`config.mk`:
```
export PLATFORM = sky130hd
export DESIGN_NAME = useq_host_port
export DESIGN_NICKNAME = d
export VERILOG_FILES = /design/src/rtl/useq_host_port.sv
export SDC_FILE = /design/constraint.sdc
export NUM_CORES = 1
export LEC_CHECK = 0
export ABC_AREA = 0
export CAP_MARGIN = 0
export CORE_UTILIZATION = 35
export CTS_CLUSTER_SIZE = 24
export DETAILED_ROUTE_END_ITERATION = 8
export MAX_ROUTING_LAYER = met4
export PLACE_DENSITY = 0.77
export SLEW_MARGIN = 5
export SYNTH_ARGS = -nofsm -noshare
export SYNTH_HDL_FRONTEND = slang
export SYNTH_SLANG_ARGS = --single-unit
```
`constraint.sdc`:
```
create_clock -name clk -period 1.84 [get_ports clk]
set_input_delay 0.184 -clock clk [delete_from_list [all_inputs] [get_ports clk]]
set_output_delay 0.184 -clock clk [all_outputs]
set_load 0.02 [all_outputs]
```
`src/rtl/useq_host_port.sv`:
```
// useq_host_port: host-side master for the useq message-passing FIFO.
// Host bytes become useq write strobes, and useq read strobes are drained
// into a byte stream toward the host. Reads and writes share one strobe
// slot per cycle. Long strobe bursts are broken up with forced gaps so the
// useq CPU gets time to run.
//
// Handshake semantics (both host-side ports): a byte moves on a rising
// clk edge exactly when valid and ready are both high in the cycle before
// that edge. A source keeps its data stable while valid is high and
// not yet accepted. s_ready is a combinational function of s_valid and
// registered state. m_valid/m_data are registered and never depend on
// m_ready in the same cycle.
module useq_host_port #(
    parameter int unsigned MAX_BURST  = 4,
    parameter int unsigned GAP_CYCLES = 1
) (
    input  logic       clk,
    input  logic       rst,
    input  logic [7:0] s_data,
    input  logic       s_valid,
    output logic       s_ready,
    output logic [7:0] m_data,
    output logic       m_valid,
    input  logic       m_ready,
    input  logic       fifo_empty,
    input  logic       fifo_full,
    input  logic [7:0] fifo_out,
    output logic       read_fifo,
    output logic       write_fifo,
    output logic [7:0] fifo_in,
    output logic       gap_active
);

    typedef enum logic {
        GRANT_READ  = 1'b0,
        GRANT_WRITE = 1'b1
    } grant_e;

    localparam int unsigned GW = (GAP_CYCLES > 0) ? $clog2(GAP_CYCLES + 1) : 1;

    grant_e      last_grant_q;
    logic        rd_pending_q;
    logic        m_valid_q;
    logic [7:0]  m_data_q;
    logic [GW-1:0] gap_cnt_q;

    logic wr_ok;
    logic rd_ok;
    logic grant_wr;
    logic grant_rd;
    logic strobe;

    // Eligibility and arbitration; a tie goes to whichever side did not win last.
    always_comb begin
        gap_active = (gap_cnt_q != '0);
        wr_ok      = s_valid & ~fifo_full & ~gap_active;
        rd_ok      = ~fifo_empty & ~rd_pending_q & ~m_valid_q & ~gap_active;
        grant_wr   = ~rst & wr_ok & (~rd_ok | (last_grant_q == GRANT_READ));
        grant_rd   = ~rst & rd_ok & (~wr_ok | (last_grant_q == GRANT_WRITE));
        strobe     = grant_wr | grant_rd;
    end

    assign write_fifo = grant_wr;
    assign read_fifo  = grant_rd;
    assign s_ready    = grant_wr;
    assign fifo_in    = s_data;
    assign m_valid    = m_valid_q;
    assign m_data     = m_data_q;

    // Grant history, read-capture pipeline and host-side output register.
    always_ff @(posedge clk) begin
        if (rst) begin
            last_grant_q <= GRANT_READ;
            rd_pending_q <= 1'b0;
            m_valid_q    <= 1'b0;
            m_data_q     <= 8'h00;
        end else begin
            if (grant_wr) begin
                last_grant_q <= GRANT_WRITE;
            end else if (grant_rd) begin
                last_grant_q <= GRANT_READ;
            end
            // useq presents the popped byte one cycle after the strobe.
            rd_pending_q <= grant_rd;
            if (rd_pending_q) begin
                m_data_q  <= fifo_out;
                m_valid_q <= 1'b1;
            end else if (m_valid_q && m_ready) begin
                m_valid_q <= 1'b0;
            end
        end
    end

    generate
        if (MAX_BURST > 0) begin : g_limit
            localparam int unsigned BW = $clog2(MAX_BURST + 1);

            logic [BW-1:0] burst_cnt_q;
            logic [BW-1:0] burst_cnt_d;
            logic [GW-1:0] gap_cnt_d;

            // Count consecutive strobe cycles; the last allowed strobe arms the gap.
            always_comb begin
                burst_cnt_d = '0;
                gap_cnt_d   = gap_cnt_q;
                if (gap_cnt_q != '0) begin
                    gap_cnt_d = gap_cnt_q - GW'(1);
                end
                if (strobe) begin
                    if (burst_cnt_q == BW'(MAX_BURST - 1)) begin
                        burst_cnt_d = '0;
                        gap_cnt_d   = GW'(GAP_CYCLES);
                    end else begin
                        burst_cnt_d = burst_cnt_q + BW'(1);
                    end
                end
            end

            // Burst and gap counters.
            always_ff @(posedge clk) begin
                if (rst) begin
                    burst_cnt_q <= '0;
                    gap_cnt_q   <= '0;
                end else begin
                    burst_cnt_q <= burst_cnt_d;
                    gap_cnt_q   <= gap_cnt_d;
                end
            end
        end else begin : g_no_limit
            assign gap_cnt_q = '0;
        end
    endgenerate

endmodule
```
Word level (Yosys, flattened, before mapping)
Index checks and enable logic that the tools add are counted.
{"block": "totals", "regBits": 15, "in_bits": 22, "out_inout_bits": 21, "wordCells": 42}
{"block": "classes", "add_sub_neg": 2, "eq_ne": 1, "muxes": 7, "bitwise": 22, "n_reduce_logical": 4}
{"operator": "1-bit NOT", "count": 10}
{"operator": "1-bit bitwise AND", "count": 9}
{"operator": "1-bit two-way mux", "count": 7}
{"operator": "2-bit nonzero test", "count": 2}
{"operator": "3-bit by 1-bit adder with 3-bit output (second input constant)", "count": 1}
{"operator": "3-bit by 2-bit equality test with 1-bit output (second input constant)", "count": 1}
{"operator": "1-bit bitwise OR", "count": 3}
{"operator": "3-bit OR reduction", "count": 1}
{"operator": "1-bit logical AND", "count": 1}
{"operator": "1-bit subtractor (second input constant)", "count": 1}

Depth between registers and ports, before layout
Gate-level depths: netlist of the first run.
{"block": "depth", "word_depth": 10, "depth_mapped": 4, "depth_no_buf": 4}

Least setup slack after synthesis of the first run
Ideal clock, no wire load.
{"block": "synth_timing", "path_type": "reg-to-output", "start": "register rd_pending_q", "end": "output port write_fifo", "arrival_time_ps": 2152, "required_time_ps": 1656, "path_slack_ps": -496, "path_stages_with_launch": 5, "n_path_buf": 2, "path_cell_list": "dfxtp_1 > buf_4 > nor3_1 > a2111oi_0 > buf_4"}
{"block": "synth_via", "elab_chain_cells": 7}
{"element": "start, declared", "line_no": "42", "source": "logic rd_pending_q;"}
{"element": "start signal, assigned", "line_no": "84", "source": "rd_pending_q <= grant_rd;"}
{"element": "1-bit NOT", "line_no": "57", "source": "rd_ok = ~fifo_empty & ~rd_pending_q & ~m_valid_q & ~gap_active;"}
{"element": "1-bit bitwise AND (3 in a row)", "line_no": "57"}
{"element": "1-bit NOT", "line_no": "58", "source": "grant_wr = ~rst & wr_ok & (~rd_ok | (last_grant_q == GRANT_READ));"}
{"element": "1-bit bitwise OR", "line_no": "58"}
{"element": "1-bit bitwise AND", "line_no": "58"}
{"element": "end, declared", "line_no": "29", "source": "output logic write_fifo,"}
Every way passes these cells.

Final worst setup path of the first run
{"block": "layout_timing", "start": "register gap_cnt_q, in the netlist gap_active", "end": "output port gap_active"}
{"element": "start, declared", "line_no": "45", "source": "logic [GW-1:0] gap_cnt_q;"}
{"element": "start signal, assigned", "line_no": "126", "source": "gap_cnt_q <= gap_cnt_d;"}
{"element": "end, declared", "line_no": "31", "source": "output logic gap_active"}
No word-level cell between the ends.

==> results of run 1 <==
-- worst max-delay path, cell delays in order (launching register included) --
cell             delay, ns
dfxtp_1               0.47
buf_4                 0.20
clkdlybuf4s50_1       0.61
-- per-stage QoR --
stage               setup TNS, ns  cells  cell area [µm²]  power [mW]
floorplan                       0     67              696       0.448
global placement           -0.567    115              973       0.497
detailed placement         -0.651    115              973       0.501
CTS                             0    119              997       0.688
global route             -0.00239    119              995       0.710
finish                          0    119              995       0.672
-- synth_stat cells --
master / count
a2111oi_0: 1
a2111oi_4: 1
a21oi_1: 4
buf_2: 2
buf_4: 10
clkbuf_1: 1
dfxtp_1: 15
ha_1: 2
inv_1: 3
mux2i_1: 8
nand2b_1: 2
nor2_1: 8
nor3_1: 1
nor4_1: 2
nor4b_2: 1
o21ba_1: 1
o41a_1: 1
or3_1: 1
or4_1: 2
or4b_1: 1
-- registers in the layout, summed over array words and instances, names as in the netlist --
name and flops:
rd_pending_q 1, m_valid 1, last_grant_q 1, gap_active 1
m_data 8, g_limit.burst_cnt_q 3
-- logic make-up after synthesis --
kind of cell	after synthesis
compound gates	8
fa+ha+maj	2
buf+inv	16
flops	15
mux	8
simple gates	18
-- worst max-delay path by stage --
| stage | startpoint | endpoint | cells past startpoint |
|---|---|---|---|
| 2_1_floorplan | m_valid | read_fifo | 3 |
| 3_3_place_gp | fifo_empty | read_fifo | 4 |
| 3_5_place_dp | fifo_full | s_ready | 4 |
| 4_1_cts | rd_pending_q | read_fifo | 3 |
| 5_1_grt | rd_pending_q | s_ready | 4 |
| 6_report | gap_active | gap_active | 2 |
-- repair_timing --
item                       4_1_cts  5_1_grt
pin swaps                        0        0
resized for setup                3        6
hold buffers                     0        0
cloned                           0        0
setup endpoints to repair        3        3
-- routing by layer --
metal | global-route usage [%] | vias to the layer above | share of wire [%]
met5 | - | - | 0
met4 | 4.12 | 0 | 0
met3 | 6.67 | 0 | 6.6
met2 | 25.8 | 16 | 50
met1 | 15.8 | 231 | 44
li1 | - | 280 | -
-- report_power, final --
part | switching [mW] | internal, mW | total (mW)
registers | 0.00889 | 0.340 | 0.349
clock network | 0.102 | 0.0806 | 0.182
logic | 0.0604 | 0.0798 | 0.140
total | 0.171 | 0.501 | 0.672
-- area by class of cell --
class | count | area (µm²)
clock inverters | 1 | 5.00
repair buffers | 36 | 329
multi-input cells | 36 | 295
clock buffers | 3 | 22.5
well taps | 25 | 31.3
flip-flops and latches | 15 | 300
fillers | 164 | 788
inverters | 3 | 11.3
==> flow_summary.json, run 1 <==
{
  "timing.final.ws_setup_ns": 0.103,
  "rr_worst_depth": 4,
  "grt_max_degree": 14,
  "gp_congestion": 0.716,
  "synth_top_area_share_pct": 43.6,
  "fp.dieH_um": 46.4,
  "path_class": "reg -> out",
  "clk_pin_slew_worst_paths_ns": 0.09,
  "slew_headroom_pct": 79.3,
  "final_max_slew_viol_count": 0,
  "worstHoldEndpoint": "fifo_in[5]",
  "synth_fa_ha_area_share_pct": 3.63,
  "final_cell_mix": "clkdlybuf4s50_1 (23), dfxtp_1 (15), buf_4 (10)",
  "synth_cell_type_count": 20,
  "drt_iter0_drc": 4,
  "rr_endpoint": "g_limit.burst_cnt_q[2]",
  "p_leak_nw": 0.387,
  "min-delay-start": "s_data[5]",
  "critPathLaunchType": "register",
  "critPathArrivalTime_ns": 1.55,
  "layout.nets": 119,
  "ant_nets": 0,
  "post_cts_buffers": 0,
  "grt_pass1_wl_mm": 2.20,
  "synth_cells": 67,
  "ys_warn_count": 0,
  "cts_sinks": 15,
  "rsz0062_at_grt": "true",
  "routed_wl_mm": 1.42,
  "max_clock_freq_ghz": 0.576,
  "coreArea_um2": 1780,
  "fin_skew_ns": 0.00410,
  "root_buffer": "clkbuf_4",
  "synth_xor_xnor_area_share_pct": 0,
  "h-tree-depth": 1,
  "hold_class": "in -> out",
  "synth_compound_area_share_pct": 11.3,
  "synth_seq_cells": 15,
  "r2r_start": "g_limit.burst_cnt_q[0]",
  "syn_to_final_growth_pct": 44.3,
  "post-route-util_pct": 55.8,
  "synth.net_count": 91,
  "synth_simple_gate_area_share_pct": 15.4,
  "postSynthAreaPerCell_um2": 10.3,
  "hpwl_mm": 1.14,
  "placementRows": 15,
  "dp_slack_ns": -0.228,
  "status": "finished clean",
  "whs_ns": 0.368,
  "syn_area_um2": 689,
  "final_common_cell": "clkdlybuf4s50_1",
  "numCtsBuffers": 3,
  "rrSetupSlack_ns": 0.44,
  "period_needed_ns": 1.74,
  "setup_viol": 0,
  "drive_gt1_share_pct": 19.1,
  "dr_total_vias": 527,
  "antenna_found_initial": 0,
  "required_ns": 1.66,
  "first_pass_iters": 2,
  "dieWidth_um": 46.4,
  "critPathMaxFanout": 6,
  "start_util_pct": 38.7,
  "first_global_vias": 513,
  "endpoint_kind": "primary output",
  "overflow": 0,
  "antenna_cells": 0,
  "drc": 0,
  "insertion_delay_ns": 0.28,
  "cap_violations": 0,
  "ios": 43,
  "synth_top_family_by_area": "simple AND/OR/NAND/NOR gates",
  "max_slew.worst_pin.slew_ns": 0.310,
  "hold_viol_final": 0,
  "floorplan.die_area_um2": 2150,
  "synth.largest_area_cell": "dfxtp_1",
  "hold_depth": 0,
  "vias_per_cell": 4.43,
  "peakVddDrop_v": 0.000395,
  "io_buffers": 26,
  "cts_tree": "yes",
  "synthMuxAreaShare_pct": 11.6,
  "yosys-top-cells-area": "dfxtp_1 (44%), mux2i_1 (12%), buf_4 (11%)",
  "power_density_nw_per_um2": 676,
  "wl_per_cell_um": 11.9,
  "grt_usage_pct": 15.2,
  "clockBufferDepth": 2,
  "fin_crit_sh_pct": 94.4,
  "seq_area_frac_synth_pct": 43.6
}
(Power assumes the default switching activity.)
==> inputs of run 2 (changes only) <==
--- a/config.mk
+++ b/config.mk
@@ -7,11 +7,11 @@
 export LEC_CHECK = 0
 export ABC_AREA = 0
 export CAP_MARGIN = 0
-export CORE_UTILIZATION = 35
+export CORE_UTILIZATION = 30
 export CTS_CLUSTER_SIZE = 24
 export DETAILED_ROUTE_END_ITERATION = 8
 export MAX_ROUTING_LAYER = met4
-export PLACE_DENSITY = 0.77
+export PLACE_DENSITY = 0.79
 export SLEW_MARGIN = 5
 export SYNTH_ARGS = -nofsm -noshare
 export SYNTH_HDL_FRONTEND = slang
==> constraint.sdc (replaced) <==
create_clock -name clk -period 2.1 [get_ports clk]
set_input_delay 0.21 -clock clk [delete_from_list [all_inputs] [get_ports clk]]
set_output_delay 0.21 -clock clk [all_outputs]
set_load 0.02 [all_outputs]
==> run 2 against run 1 <==
Net effect: highest routed layer is now met4; critical endpoint is now read_fifo; combinational power fell by 17%; register-to-register slack improved by 0.20 ns; first-iteration DRC count fell by 50%; sequential power fell by 12%; via count rose by 4.2%; global-route usage fell by 0.87 points; clock power fell by 8%; wire length rose by 3.7%; core utilization fell by 9.1 points; cell count fell by 1.7%; setup slack improved by 0.17 ns; flip-flop and latch count did not move.
==> flow_summary.json, run 2 (synthesis results as in run 1) <==
{
  "status": "finished clean",
  "vias_per_cell": 4.69,
  "routed_wl_mm": 1.47,
  "cap_violations": 0,
  "rr_worst_depth": 4,
  "hold_depth": 0,
  "dp_slack_ns": -0.0653,
  "hold_buffers": 0,
  "path_class": "reg -> out",
  "r2r_start": "g_limit.burst_cnt_q[0]",
  "dr_total_vias": 549,
  "critPathArrivalTime_ns": 1.62,
  "fillers": 204,
  "power_density_nw_per_um2": 613,
  "required_ns": 1.89,
  "first_global_vias": 598,
  "ios": 43,
  "topRoutingLayerUsed": "met4",
  "timing.final.ws_setup_ns": 0.274,
  "gp_congestion": 0.667,
  "fin_area_um2": 963,
  "overflow": 0,
  "peakVddDrop_v": 0.000399,
  "insertion_delay_ns": 0.29,
  "cts_sinks": 15,
  "final_max_slew_viol_count": 0,
  "critPathLaunchType": "register",
  "placementRows": 16,
  "rrSetupSlack_ns": 0.64,
  "slew_headroom_pct": 72.5,
  "root_buffer": "clkbuf_4",
  "whs_ns": 0.420,
  "hold_viol_final": 0,
  "wl_met1_um": 555,
  "hpwl_mm": 1.08,
  "final_cell_mix": "clkdlybuf4s50_1 (23), dfxtp_1 (15), mux2i_1 (8), nor2_1 (8), buf_4 (6)",
  "finalNonFillerCells": 117,
  "wl_met2_um": 763,
  "start_util_pct": 33.4,
  "tns_ns": 0,
  "met3_length_um": 85,
  "grt_pass1_wl_mm": 2.54,
  "placed_area_um2": 941,
  "critPathCapture": "read_fifo",
  "regArea_um2": 300,
  "max_slew.worst_pin.slew_ns": 0.413,
  "hold_class": "in -> out",
  "antenna_found_initial": 0,
  "post_cts_buffers": 0,
  "fin_skew_ns": 0.00775,
  "drt_iter0_drc": 2,
  "rr_endpoint": "g_limit.burst_cnt_q[2]",
  "dieWidth_um": 49.9,
  "drive_gt1_share_pct": 12.2,
  "fp.dieH_um": 49.9,
  "critPathMaxFanout": 4,
  "antenna_cells": 0,
  "h-tree-depth": 1,
  "p_leak_nw": 0.368,
  "final_common_cell": "clkdlybuf4s50_1",
  "drc": 0,
  "critPathLaunch": "rd_pending_q",
  "clk_pin_slew_worst_paths_ns": 0.09,
  "place_inst": 113,
  "first_pass_iters": 2,
  "numCtsBuffers": 3,
  "wl_per_cell_um": 12.6,
  "endpoint_kind": "primary output",
  "largest_reg_flops": 8,
  "coreArea_um2": 2060,
  "layout.nets": 115,
  "grt_usage_pct": 14.3,
  "ant_nets": 0,
  "floorplan.die_area_um2": 2490,
  "io_buffers": 26,
  "setup_viol": 0,
  "period_needed_ns": 1.83,
  "multi_input_area_um2": 290,
  "grt_max_degree": 16,
  "rsz0062_at_grt": "false",
  "clockBufferDepth": 2,
  "max_clock_freq_ghz": 0.548,
  "fin_crit_sh_pct": 86.9,
  "syn_to_final_growth_pct": 39.7,
  "cts_tree": "yes"
}
==> run 2: cell count changes in the layout (fill, tap and decap cells not counted), sizes merged <==
cell / previous run / this run
clkinv: 1 / 0
clkdlybuf4s15: 1 / 0
buf: 10 / 6
dlygate4sd1: 1 / 0
dlygate4sd2: 0 / 3
==> run 2: worst min path at each step <==
stage | start | end | slack (ns)
2_1_floorplan | rst | gap_active | 0.29
3_3_place_gp | s_data[2] | fifo_in[2] | 0.42
3_5_place_dp | s_data[2] | fifo_in[2] | 0.42
4_1_cts | s_data[2] | fifo_in[2] | 0.42
5_1_grt | s_data[0] | fifo_in[0] | 0.42
6_report | s_data[0] | fifo_in[0] | 0.42
==> run 2: routing by layer <==
metal / GRT usage [%] / vias to the layer above
li1: - / 271
met1: 14.7 / 250
met2: 24.1 / 20
met3: 1.23 / 8
met4: 12.9 / 0
met5: - / -
==> run 2: area by class of cell <==
cell class | instances | area share [%]
Timing Repair Buffer | 32 | 31.3
Sequential cell | 15 | 31.2
Multi-Input combinational cell | 36 | 30.1
Tap cell | 27 | 3.51
Clock buffer | 4 | 2.73
Inverter | 3 | 1.17
==> run 2: repair_timing <==
item,4_1_cts,5_1_grt
gates resized for setup,3,0
endpoints found under the hold margin,0,0
setup endpoints to repair,3,0
==> run 2: where the power goes <==
| part | total [mW] | internal, mW | switching (mW) |
|---|---|---|---|
| sequential | 0.307 | 0.298 | 0.00883 |
| clock | 0.168 | 0.0738 | 0.0940 |
| combinational | 0.116 | 0.0659 | 0.0499 |
==> run 2: stage by stage <==
| stage | util [%] | power (mW) |
|---|---|---|
| after floorplan | - | 0.391 |
| after global placement | 45.6 | 0.428 |
| after detailed placement | 45.6 | 0.433 |
| after CTS | 46.7 | 0.601 |
| after global routing | 46.7 | 0.619 |
| final | 46.7 | 0.591 |
==> run 2: worst max-delay path: stages (launching register included) <==
cell and delay, ns:
dfxtp_1 0.34, or3_1 0.40, nor4_1 0.22, dlygate4sd2_1 0.37
==> inputs of run 3 (changes only) <==
--- a/config.mk
+++ b/config.mk
@@ -11,7 +11,7 @@
 export CTS_CLUSTER_SIZE = 24
 export DETAILED_ROUTE_END_ITERATION = 8
 export MAX_ROUTING_LAYER = met4
-export PLACE_DENSITY = 0.79
+export PLACE_DENSITY = 0.72
 export SLEW_MARGIN = 5
 export SYNTH_ARGS = -nofsm -noshare
 export SYNTH_HDL_FRONTEND = slang
==> run 3 against run 2 <==
Net effect: design area fell by 0.78%; highest routed layer unchanged; register-to-register slack gained 0.04 ns; setup slack worse by 0.035 ns; die area unchanged; clock skew is 0.0065 ns lower; critical endpoint is now s_ready; critical path type is now in -> out.
==> flow_summary.json, run 3 (synthesis results as in run 1) <==
{
  "coreArea_um2": 2060,
  "final_cell_mix": "clkdlybuf4s50_1 (23), dfxtp_1 (15), mux2i_1 (8), nor2_1 (8), buf_4 (5)",
  "rr_worst_depth": 4,
  "timing.final.ws_setup_ns": 0.239,
  "critPathArrivalTime_ns": 1.65,
  "dr_total_vias": 529,
  "slew_headroom_pct": 71.0,
  "drc": 0,
  "cts_tree": "yes",
  "largest_reg_flops": 8,
  "cts_sinks": 15,
  "antenna_cells": 0,
  "drt_iter0_drc": 2,
  "layout.nets": 114,
  "insertion_delay_ns": 0.27,
  "rrSetupSlack_ns": 0.68,
  "hold_depth": 0,
  "max_clock_freq_ghz": 0.537,
  "peakVddDrop_v": 0.000266,
  "fillers": 198,
  "path_class": "in -> out",
  "dp_slack_ns": -0.0909,
  "antenna_found_initial": 0,
  "grt_max_degree": 16,
  "power_density_nw_per_um2": 606,
  "ios": 43,
  "cap_violations": 0,
  "placementRows": 16,
  "period_needed_ns": 1.86,
  "fin_skew_ns": 0.00125,
  "h-tree-depth": 1,
  "drive_gt1_share_pct": 11.2,
  "fin_crit_sh_pct": 88.6,
  "p_leak_nw": 0.363,
  "hold_class": "in -> out",
  "final_common_cell": "clkdlybuf4s50_1",
  "root_buffer": "clkbuf_4",
  "io_buffers": 26,
  "floorplan.die_area_um2": 2490,
  "setup_viol": 0,
  "gp_congestion": 0.816,
  "critPathLaunchType": "primary input",
  "numCtsBuffers": 3,
  "syn_to_final_growth_pct": 38.7,
  "overflow": 0,
  "max_slew.worst_pin.slew_ns": 0.434,
  "grt_usage_pct": 12.5,
  "endpoint_kind": "primary output",
  "status": "finished clean",
  "required_ns": 1.89,
  "hold_viol_final": 0,
  "grt_pass1_wl_mm": 2.30,
  "post-route-util_pct": 46.4,
  "dieWidth_um": 49.9,
  "start_util_pct": 33.4,
  "rsz0062_at_grt": "false",
  "tns_ns": 0,
  "routed_wl_mm": 1.37,
  "vias_per_cell": 4.56,
  "clockBufferDepth": 2,
  "wl_per_cell_um": 11.8,
  "place_inst": 112,
  "fp.dieH_um": 49.9,
  "post_cts_buffers": 0,
  "critPathMaxFanout": 2,
  "final_max_slew_viol_count": 0,
  "ant_nets": 0,
  "first_pass_iters": 2,
  "first_global_vias": 545,
  "hpwl_mm": 1.10,
  "finalNonFillerCells": 116
}
-- run 3: cell count changes in the layout (fill, tap and decap cells not counted), sizes merged --
cell / previous run / this run
buf: 6 / 5
-- run 3: through the flow --
stage	area [µm²]	hold WS, ns	total power, mW
3_3_place_gp	933	0.420	0.427
5_1_grt	956	0.420	0.616
6_report	956	0.420	0.580
2_1_floorplan	691	0.288	0.391
4_1_cts	956	0.420	0.591
3_5_place_dp	933	0.420	0.432
-- run 3: cell type report --
class,instances,area [µm²],area share [%]
sequential,15,300,31.4
timing repair buffer,31,294,30.8
multi-input combinational,36,290,30.4
tap,27,33.8,3.53
clock buffer,4,26.3,2.75
inverter,3,11.3,1.18
-- run 3: final timing paths --
check / start / to
max: fifo_full / s_ready
max reg2reg: g_limit.burst_cnt_q[0] / g_limit.burst_cnt_q[2]
min: s_data[1] / fifo_in[1]
min reg2reg: m_data[3] / m_data[3]
-- run 3: layer usage --
metal / wire, µm / track usage [%] / vias up / share of wire, %
li1: - / - / 268 / -
met3: 100 / 3.40 / 2 / 7.3
met2: 640 / 20.7 / 21 / 47
met1: 632 / 13.2 / 238 / 46
met5: 0 / - / - / 0
met4: 1 / 7.62 / 0 / 0.073
-- run 3: what timing repair did --
item                       4_1_cts  5_1_grt
hold buffers                     0        0
gates resized for setup          3        0
setup endpoints to repair        3        0
-- run 3: critical path, stage by stage --
cell and delay [ns]:
clkdlybuf4s50_1 0.41, nand2b_1 0.16, a2111oi_1 0.46, dlygate4sd2_1 0.40
-- run 3: report_power, final --
part           leakage [nW]  total (mW)  switching [mW]  internal (mW)
Clock                0.0150       0.158          0.0843         0.0735
Combinational         0.226       0.115          0.0505         0.0646
Sequential            0.122       0.307         0.00841          0.298
